`src/rtl/seg7_scan_capture_pkg.sv`:
```
// Shared definitions for the seven-segment scan reader: glyph table, blank anode
// pattern, FSM encodings and the anode one-hot decoder.
package seg7_scan_capture_pkg;

    // Active-low cathodes, bit order {g,f,e,d,c,b,a}
    localparam logic [6:0] GLYPH_0 = 7'b1000000;
    localparam logic [6:0] GLYPH_1 = 7'b1111001;
    localparam logic [6:0] GLYPH_2 = 7'b0100100;
    localparam logic [6:0] GLYPH_3 = 7'b0110000;
    localparam logic [6:0] GLYPH_4 = 7'b0011001;
    localparam logic [6:0] GLYPH_5 = 7'b0010010;
    localparam logic [6:0] GLYPH_6 = 7'b0000010;
    localparam logic [6:0] GLYPH_7 = 7'b1111000;
    localparam logic [6:0] GLYPH_8 = 7'b0000000;
    localparam logic [6:0] GLYPH_9 = 7'b0010000;
    localparam logic [6:0] GLYPH_A = 7'b0001000;
    localparam logic [6:0] GLYPH_B = 7'b0000011;
    localparam logic [6:0] GLYPH_C = 7'b1000110;
    localparam logic [6:0] GLYPH_D = 7'b0100001;
    localparam logic [6:0] GLYPH_E = 7'b0000110;
    localparam logic [6:0] GLYPH_F = 7'b0001110;

    localparam logic [3:0] AN_BLANK = 4'b1111;

    typedef enum logic [1:0] {
        ST_SYNC    = 2'd0,
        ST_COLLECT = 2'd1,
        ST_EMIT    = 2'd2
    } state_t;

    // Complete FSM state, kept as one struct so a checker can bind to it directly.
    typedef struct packed {
        state_t     state;
        logic [1:0] exp_idx;
    } fsm_t;

    // Returns {one_hot, idx}; one_hot is 0 for blank or multi-digit anode patterns.
    function automatic logic [2:0] an_decode(input logic [3:0] an);
        case (an)
            4'b1110: an_decode = {1'b1, 2'd0};
            4'b1101: an_decode = {1'b1, 2'd1};
            4'b1011: an_decode = {1'b1, 2'd2};
            4'b0111: an_decode = {1'b1, 2'd3};
            default: an_decode = {1'b0, 2'd0};
        endcase
    endfunction

endpackage

```
`src/rtl/seg7_to_hex.sv`:
```
// Combinational inverse of the hex glyph encoder: segment pattern back to a nibble.
module seg7_to_hex
    import seg7_scan_capture_pkg::*;
(
    input  logic [6:0] seg,
    output logic       legal,
    output logic [3:0] nibble
);

    always_comb begin
        legal  = 1'b1;
        nibble = 4'h0;
        case (seg)
            GLYPH_0: nibble = 4'h0;
            GLYPH_1: nibble = 4'h1;
            GLYPH_2: nibble = 4'h2;
            GLYPH_3: nibble = 4'h3;
            GLYPH_4: nibble = 4'h4;
            GLYPH_5: nibble = 4'h5;
            GLYPH_6: nibble = 4'h6;
            GLYPH_7: nibble = 4'h7;
            GLYPH_8: nibble = 4'h8;
            GLYPH_9: nibble = 4'h9;
            GLYPH_A: nibble = 4'hA;
            GLYPH_B: nibble = 4'hB;
            GLYPH_C: nibble = 4'hC;
            GLYPH_D: nibble = 4'hD;
            GLYPH_E: nibble = 4'hE;
            GLYPH_F: nibble = 4'hF;
            default: legal  = 1'b0;
        endcase
    end

endmodule

```
`src/rtl/seg7_scan_capture.sv`:
```
// Samples a multiplexed 4-digit seven-segment bus, decodes each settled dwell and
// reassembles in-order frames into a 16-bit value, flagging decode/order/timeout errors.
module seg7_scan_capture
    import seg7_scan_capture_pkg::*;
#(
    parameter int SETTLE  = 4,
    parameter int TIMEOUT = 65536,
    parameter int TO_W    = 17
) (
    input  logic        clk,
    input  logic        rst_n,
    input  logic [6:0]  seg,
    input  logic [3:0]  an,
    output logic [15:0] value,
    output logic        frame_valid,
    output logic        stable,
    output logic        err_pattern,
    output logic        err_order,
    output logic        err_timeout
);

    localparam int              CNT_W   = $clog2(SETTLE + 1);
    localparam logic [CNT_W-1:0] CNT_CAP = CNT_W'(SETTLE - 1);
    localparam logic [CNT_W-1:0] CNT_MAX = CNT_W'(SETTLE);
    localparam logic [TO_W-1:0]  TO_LAST = TO_W'(TIMEOUT - 1);

    logic [10:0]      sync1_q, sync2_q, last_cap_q;
    logic [CNT_W-1:0] settle_q;
    logic [15:0]      asm_q;
    logic [TO_W-1:0]  to_q;
    logic             have_prev_q;
    fsm_t             fsm_q;

    logic       capture, cap_digit, an_one_hot, glyph_legal;
    logic       bad_anode, bad_pattern, good_cap;
    logic [1:0] an_idx;
    logic [3:0] glyph_nib;

    always_ff @(posedge clk or negedge rst_n) begin
        if (!rst_n) begin
            sync1_q  <= '1;
            sync2_q  <= '1;
            settle_q <= '0;
        end else begin
            sync1_q <= {an, seg};
            sync2_q <= sync1_q;
            if (sync1_q != sync2_q)
                settle_q <= '0;
            else if (settle_q != CNT_MAX)
                settle_q <= settle_q + 1'b1;
        end
    end

    // A glitch shorter than SETTLE restarts the count; the last_cap_q compare stops
    // the same dwell from being captured a second time once it resettles.
    assign capture   = (settle_q == CNT_CAP) && (sync2_q != last_cap_q);
    assign cap_digit = capture && (sync2_q[10:7] != AN_BLANK);
    assign {an_one_hot, an_idx} = an_decode(sync2_q[10:7]);

    seg7_to_hex u_to_hex (
        .seg    (sync2_q[6:0]),
        .legal  (glyph_legal),
        .nibble (glyph_nib)
    );

    assign bad_anode   = cap_digit && !an_one_hot;
    assign bad_pattern = cap_digit && an_one_hot && !glyph_legal;
    assign good_cap    = cap_digit && an_one_hot && glyph_legal;

    always_ff @(posedge clk or negedge rst_n) begin
        if (!rst_n) begin
            fsm_q       <= '{state: ST_SYNC, exp_idx: 2'd0};
            last_cap_q  <= '1;
            asm_q       <= '0;
            to_q        <= '0;
            have_prev_q <= 1'b0;
            value       <= '0;
            frame_valid <= 1'b0;
            stable      <= 1'b0;
            err_pattern <= 1'b0;
            err_order   <= 1'b0;
            err_timeout <= 1'b0;
        end else begin
            frame_valid <= 1'b0;
            err_pattern <= 1'b0;
            err_order   <= 1'b0;
            err_timeout <= 1'b0;
            if (capture)
                last_cap_q <= sync2_q;
            if (fsm_q.state == ST_COLLECT)
                to_q <= to_q + 1'b1;

            if (bad_anode) begin
                err_order   <= 1'b1;
                stable      <= 1'b0;
                fsm_q.state <= ST_SYNC;
            end else if (bad_pattern) begin
                err_pattern <= 1'b1;
                stable      <= 1'b0;
                fsm_q.state <= ST_SYNC;
            end else begin
                case (fsm_q.state)
                    ST_SYNC: begin
                        if (good_cap && an_idx == 2'd0) begin
                            asm_q[3:0]    <= glyph_nib;
                            fsm_q.exp_idx <= 2'd1;
                            to_q          <= '0;
                            fsm_q.state   <= ST_COLLECT;
                        end
                    end
                    ST_COLLECT: begin
                        if (good_cap) begin
                            if (an_idx == fsm_q.exp_idx) begin
                                asm_q[{an_idx, 2'b00} +: 4] <= glyph_nib;
                                fsm_q.exp_idx <= fsm_q.exp_idx + 2'd1;
                                to_q          <= '0;
                                if (an_idx == 2'd3)
                                    fsm_q.state <= ST_EMIT;
                            end else if (an_idx == 2'd0) begin
                                // Display restarted its scan: begin a fresh frame quietly.
                                asm_q[3:0]    <= glyph_nib;
                                fsm_q.exp_idx <= 2'd1;
                                to_q          <= '0;
                            end else begin
                                err_order   <= 1'b1;
                                stable      <= 1'b0;
                                fsm_q.state <= ST_SYNC;
                            end
                        end else if (to_q == TO_LAST) begin
                            err_timeout <= 1'b1;
                            stable      <= 1'b0;
                            fsm_q.state <= ST_SYNC;
                        end
                    end
                    ST_EMIT: begin
                        value       <= asm_q;
                        frame_valid <= 1'b1;
                        stable      <= have_prev_q && (asm_q == value);
                        have_prev_q <= 1'b1;
                        fsm_q.state <= ST_SYNC;
                    end
                    default: fsm_q.state <= ST_SYNC;
                endcase
            end
        end
    end

endmodule
```
`config.mk`:
```
export PLATFORM = sky130hd
export DESIGN_NAME = seg7_scan_capture
export DESIGN_NICKNAME = d
export VERILOG_FILES = /design/src/rtl/seg7_scan_capture_pkg.sv /design/src/rtl/seg7_to_hex.sv /design/src/rtl/seg7_scan_capture.sv
export SDC_FILE = /design/constraint.sdc
export NUM_CORES = 1
export LEC_CHECK = 0
export ABC_AREA = 1
export CORE_ASPECT_RATIO = 0.75
export CORE_UTILIZATION = 30
export CTS_BUF_LIST = sky130_fd_sc_hd__clkbuf_2 sky130_fd_sc_hd__clkbuf_4 sky130_fd_sc_hd__clkbuf_8
export DETAILED_ROUTE_END_ITERATION = 12
export PLACE_DENSITY = 0.55
export SETUP_SLACK_MARGIN = 0.2
export SLEW_MARGIN = 40
export SYNTH_ARGS = -nofsm -noshare
export SYNTH_HDL_FRONTEND = slang
export SYNTH_SLANG_ARGS = --single-unit
```
`constraint.sdc`:
```
create_clock -name clk -period 3.44 [get_ports clk]
set_input_delay 1.032 -clock clk [delete_from_list [all_inputs] [get_ports clk]]
set_output_delay 1.032 -clock clk [all_outputs]
set_load 0.1 [all_outputs]
```
# Word level (Yosys, flattened, before mapping)
# Index checks and enable logic that the tools add are counted.
dict set report op_classes {
  eq_ne 39
  shifts 2
  n_reduce_logical 22
  bitwise 2
  add_sub_neg 4
  n_mux 54
}
# cell n
set op_table {}
lappend op_table {{$mux 17} 7}
lappend op_table {{$pmux 4 s15} 1}
lappend op_table {{$pmux 17 s2} 1}
lappend op_table {{$eq 7x7->1 const B} 4}
lappend op_table {{$mux 4} 6}
lappend op_table {{$mux 1} 23}
lappend op_table {{$ne 11x11->1} 2}
lappend op_table {{$eq 7x5->1 const B} 3}
lappend op_table {{$eq 7x6->1 const B} 3}
lappend op_table {{$add 17x1->17 const B} 1}
lappend op_table {{$eq 17x16->1 const B} 1}
lappend op_table {{$bwmux 16} 1}
lappend op_table {{$eq 16x16->1} 1}
lappend op_table {{$mux 2} 8}
lappend op_table {{$reduce_or 16->1} 1}
lappend op_table {{$shift 4x6->16 const A} 1}
lappend op_table {{$shiftx 4x6->16} 1}
lappend op_table {{$eq 7x2->1 const B} 2}
lappend op_table {{$eq 7x4->1 const B} 2}
lappend op_table {{$eq 4x4->1 const B} 3}
lappend op_table {{$ne 6x5->1 const B} 2}
lappend op_table {{$pmux 3 s4} 1}
lappend op_table {{$ne 5x5->1 const B} 2}
lappend op_table {{$logic_and 1x1->1} 8}
lappend op_table {{other kinds (28)} 38}
dict set report totals {
  in_bits 13
  wordCells 139
  regBits 95
  output_inout_bits 21
}

# Depth between registers and ports, before layout
dict set report logic_depth {
  word_depth 10
  depth_mapped 15
  depth_no_buf 14
}

# Modules after synthesis
# From an unflattened synthesis, not the netlist that was laid out.
dict set report hier_totals {
  cells_unflattened 594
  area_unflattened_um2 5144.9
}
# module seq_area_each_um2 cells_each area_each_um2 n_inst
set by_module_without_submodules {}
lappend by_module_without_submodules {seg7_scan_capture 2418.6 514 4775.8 1}
lappend by_module_without_submodules {seg7_to_hex 0.0 80 369.1 1}

# Worst setup path after synthesis
# OpenSTA, ideal clock, no wires.
dict set report synth_timing {
  path_type {register to register}
  startpoint {register sync2_q[8]}
  endpoint {register to_q[13]}
  arrival_ns 1.960
  path_slack_ns 1.361
  path_stages_with_launch 12
  setup_ns 0.119
  cell_sequence {dfstp_2 > inv_1 > nand3_1 > nand2_2 > inv_1 > ha_1 > inv_1 > nand3_1 > o21ai_0 > nor2_4 > nand3_4 > and2_1}
}
dict set report synth_between {
  elab_chain_cells 10
  elab_cells_between_ends 24
  classes_between {7 x eq/ne; 8 x mux; 9 x reduce/logical}
}
# item line_no
set synth_lines {}
lappend synth_lines {{from (decl)} seg7_scan_capture.sv:27} ;# logic [10:0] sync1_q, sync2_q, last_cap_q;
lappend synth_lines {{from (signal assigned)} seg7_scan_capture.sv:46} ;# sync2_q <= sync1_q;
lappend synth_lines {{branches (longest 9 deep; another with $mux 17)} n/a}
lappend synth_lines {{$mux 17 *} seg7_scan_capture.sv:93} ;# if (bad_anode) begin
lappend synth_lines {{to (signal assigned)} seg7_scan_capture.sv:91} ;# to_q <= to_q + 1'b1;
lappend synth_lines {{to (decl)} seg7_scan_capture.sv:30} ;# logic [TO_W-1:0] to_q;
# Mark *: on every way between the ends.
# A chain may end at the register's enable or synchronous reset.

# Worst setup path in the final report
# Ends and elaborated chain as after synthesis.

==> results.md <==
- Status: complete, no violations
- Number of levels the H-tree was split into: 3
- Power share of the clock group: 41.4%
- Distinct cell type count after synthesis: 43
- First-pass iteration count of the detailed router: 4
- Switching share of power: 22.89%
- Maximum number of pins on one net before global-route repair: 46
- PortBufs: 33
- Final nets: ~660
- RSZ-0062 raised after global routing: no
- Worst r2r path cells: 11
- Final worst-path cycle share: around 74%
- Total length of routed wires: between 10000 and 15000 um
- Total number of vias: between 3000 and 4000
- Max-Cap Viols: 0
- Area of the core: around 0.016 mm2
- Launch point of the critical path: sync2_q[8]$_DFF_PN1_
- Clock input transition at the sequential cells of the worst setup and hold paths: 0.10 ns
- Critical Path AT: 2.84 ns
- Initial antenna violation count: 0
- Tightest slew margin relative to the limit: between 50% and 60%
- Reg2Reg Capture Point: to_q[13]$_DFF_PN0_
- Clock tree from TritonCTS: built
- Full die area: 0.01725 mm2
- Post-cts resize count: 0
- Largest incremental delay on the critical path: around 0.58 ns
- Portion of total power attributed to sequential cells: a little over half
- Internal power of the cells: 0.001679 W
- Most area-hungry cell type in the Yosys netlist: sky130_fd_sc_hd__dfrtp_1
- Post-synthesis net count: between 600 and 700
- Worst-margin pin slew: about 0.63 ns
- Yosys Warn Count: 0
- Clock Skew: between 0.015 and 0.02 ns
- Reg2Reg Launch Point: sync2_q[8]$_DFF_PN1_
- Number of buffers created by CTS: 9
- Number of nets with antenna violations after detailed routing: 0
- P_sw: between 0.0004 and 0.0005 W
- Area Growth Syn to Fin: 15.23%
- Placed Cells incl. Taps: between 800 and 900
- Sequential area share after synthesis: roughly half
- Top cell by count, worst path: sky130_fd_sc_hd__inv_1
- Cell Chain, Critical Path: inv_1 > nand3_1 > nand2_2 > inv_1 > ha_1 > inv_1 > nand3_1 > o21ai_0 > nor2_4 > nand3_4 > and2_1
- Detailed-placement wirelength estimate: 8009 um
- Reg-to-reg setup timing slack: 0.88 ns
- Hold Vio Cnt, Final: 0
- Termination of the worst setup path: to_q[13]$_DFF_PN0_
- Final setup violation count: 0
- Share of total power in combinational logic: 5.3%
- Critical Path RT: 3.72 ns
- Post-synthesis instance area: between 0.005 and 0.006 mm2
- Most common cell after layout, fill and taps aside: sky130_fd_sc_hd__nand2_1
- Max Clock Freq: 390.3 MHz
- Post-route non-filler standard cell count: 844
- Setup total negative slack: 0 ns
- Number of synthesized register bits: 95
- Boundary pin count: 34
- Clock Root Buffer: sky130_fd_sc_hd__clkbuf_8
- Sort of element at the end of the critical path: flip-flop
- Crit path time final: around 2.6 ns
- Synth area leaders: sky130_fd_sc_hd__dfrtp_1 31%, sky130_fd_sc_hd__dfstp_2 17%, sky130_fd_sc_hd__nand2_1 12%
- Initial core utilization: a little under a third
- Width of the chip: between 150 and 200 um
- Maximum fanout along the worst path: 15
- Power density over the cells: between 300 and 400 mW/mm2
- Average wire per cell in the routed design: about 12 um
- Share of post-route cells with drive strength above 1: 18.77%
- Maximum count of clock buffers along a single path: 2
- Routability-driven placement congestion ratio: 0.8682
- Max stage delay cell, worst path: sky130_fd_sc_hd__dfstp_2
- Count of cells along the worst hold path: 0
- Worst Min Path Start: sync1_q[4]$_DFF_PN1_
- Highest ir drop seen on vdd: roughly 0.18 mV
- Latest clock arrival within the worst-skew pair: between 0.3 and 0.4 ns
- Global-route wire length before repair: about 19000 um
- Number of remaining DRC errors: 0
- Layout filler cell count: 1643
- Number of diodes: 0
- Height of the die: 114.0 um
- Startpoint type of the worst setup path: flip-flop
- Cell family with most CP delay: simple AND/OR/NAND/NOR gates
- Count of pins over their slew limit: 0
- Number of sinks on the clock net: 95
- Hold WC Path Type: reg2reg
- WS Path Type: reg2reg
- Via density per instance: 4.519
- Crit path buffers/inverters: 3
- Crit. path cell count: 11
- Post-Syn Instances: roughly 600
- Number of setup buffers added after CTS: 0
- Fraction of synthesized cell area taken by the top area cell type: between 30% and 40%
- Aggregate global routing overflow: 0
- Rows: 40
- Synth Area per Inst: between 8 and 9 um2
- Initial drt markers: between 200 and 250
- Number of hold buffers added after CTS: 0
- Overall track demand over capacity in global routing: a little over an eighth
- Highest-count cells in the layout ignoring fill and taps: 156 x sky130_fd_sc_hd__nand2_1, 62 x sky130_fd_sc_hd__dfrtp_1, 53 x sky130_fd_sc_hd__inv_1
- Leakage power summed over all cells: approximately 2.7 nW
- Via count of the first global-routing pass: roughly 3800
[registers in the layout, summed over array words and instances, names as in the netlist, 3 cells and up]
| signal | count |
|---|---|
| settle_q | 3 |
| fsm_q | 4 |
| sync2_q | 11 |
| asm_q | 16 |
| value | 16 |
| last_cap_q | 11 |
| to_q | 17 |
| sync1_q | 11 |
[area by class of cell]
cell class                      count  area, um2  area share, %
Multi-Input combinational cell    418       2280          39.42
Sequential cell                    95       2419          41.82
Clock buffer                       10      131.4          2.272
Timing Repair Buffer               38      325.3          5.625
Clock inverter                      6      113.9          1.969
Tap cell                          210      262.8          4.543
Inverter                           67      251.5          4.349
[power by group through the flow]
stage	combinational, W	clock [W]	sequential (W)
detailed placement	0.000119	0	0.00118
global placement	0.000118	0	0.00118
floorplan	0.0000662	0	0.00117
finish	0.000116	0.000901	0.00116
global route	0.000134	0.000987	0.00116
CTS	0.000120	0.000934	0.00116
[synthesized netlist by cell type (all sizes together)]
master and count:
nand2 166, nand4 11, dfstp 33, nor4 3, inv 66, xor2 24, nand3 37, o211ai 1
o21ai 45, nor4b 1, nor3b 2, nand3b 1, ha 14, buf 8, dfrtp 62, or2 7
mux2i 1, a31oi 14, clkinv 1, o22a 1, o21bai 2, o21a 2, nor3 7, a21oi 4
xnor2 17, o31ai 2, and2 1, clkbuf 3, nor2 55
[metrics by stage]
stage	cell area [um2]	power, W	hold WS, ns	utilization, %	worst slack, ns
after floorplan	5019	0.001239	0.3582	-	1.361
after global placement	5538	0.001297	0.3614	34.26	0.9410
after detailed placement	5538	0.001298	0.3643	34.26	0.8884
after CTS	5783	0.002213	0.3682	35.77	0.8552
after global routing	5783	0.002283	0.3640	35.77	0.6169
final	5783	0.002177	0.3675	35.77	0.8779
[routing by layer]
metal  vias to the layer above  share of wire [%]  track usage [%]
li1                       1963                  -                -
met1                      1759                 54            20.37
met2                        81                 40            19.36
met3                        11                5.3            3.440
met4                         0                1.3            4.133
met5                         -                  0                0
[cell families (layout without fill, tap and decap cells)]
family	count (synthesis)	count (layout)	share of synthesized area, %
AOI/OAI and AO/OA	71	71	8.078
adders and majority gates	14	14	3.490
buffers and inverters	78	121	6.382
muxes	1	1	0.1995
xor gates and xnor gates	41	41	7.155
and+or+nand+nor	291	291	26.50
DFF	95	95	48.19
[worst min-delay path by stage]
stage	slack [ns]	end
after floorplan	0.36	sync2_q[0]$_DFF_PN1_
after global placement	0.36	sync2_q[0]$_DFF_PN1_
after detailed placement	0.36	sync2_q[1]$_DFF_PN1_
after CTS	0.37	sync2_q[4]$_DFF_PN1_
after global routing	0.36	sync2_q[4]$_DFF_PN1_
final	0.37	sync2_q[4]$_DFF_PN1_
Note: power is estimated with default switching activity, not from simulation.
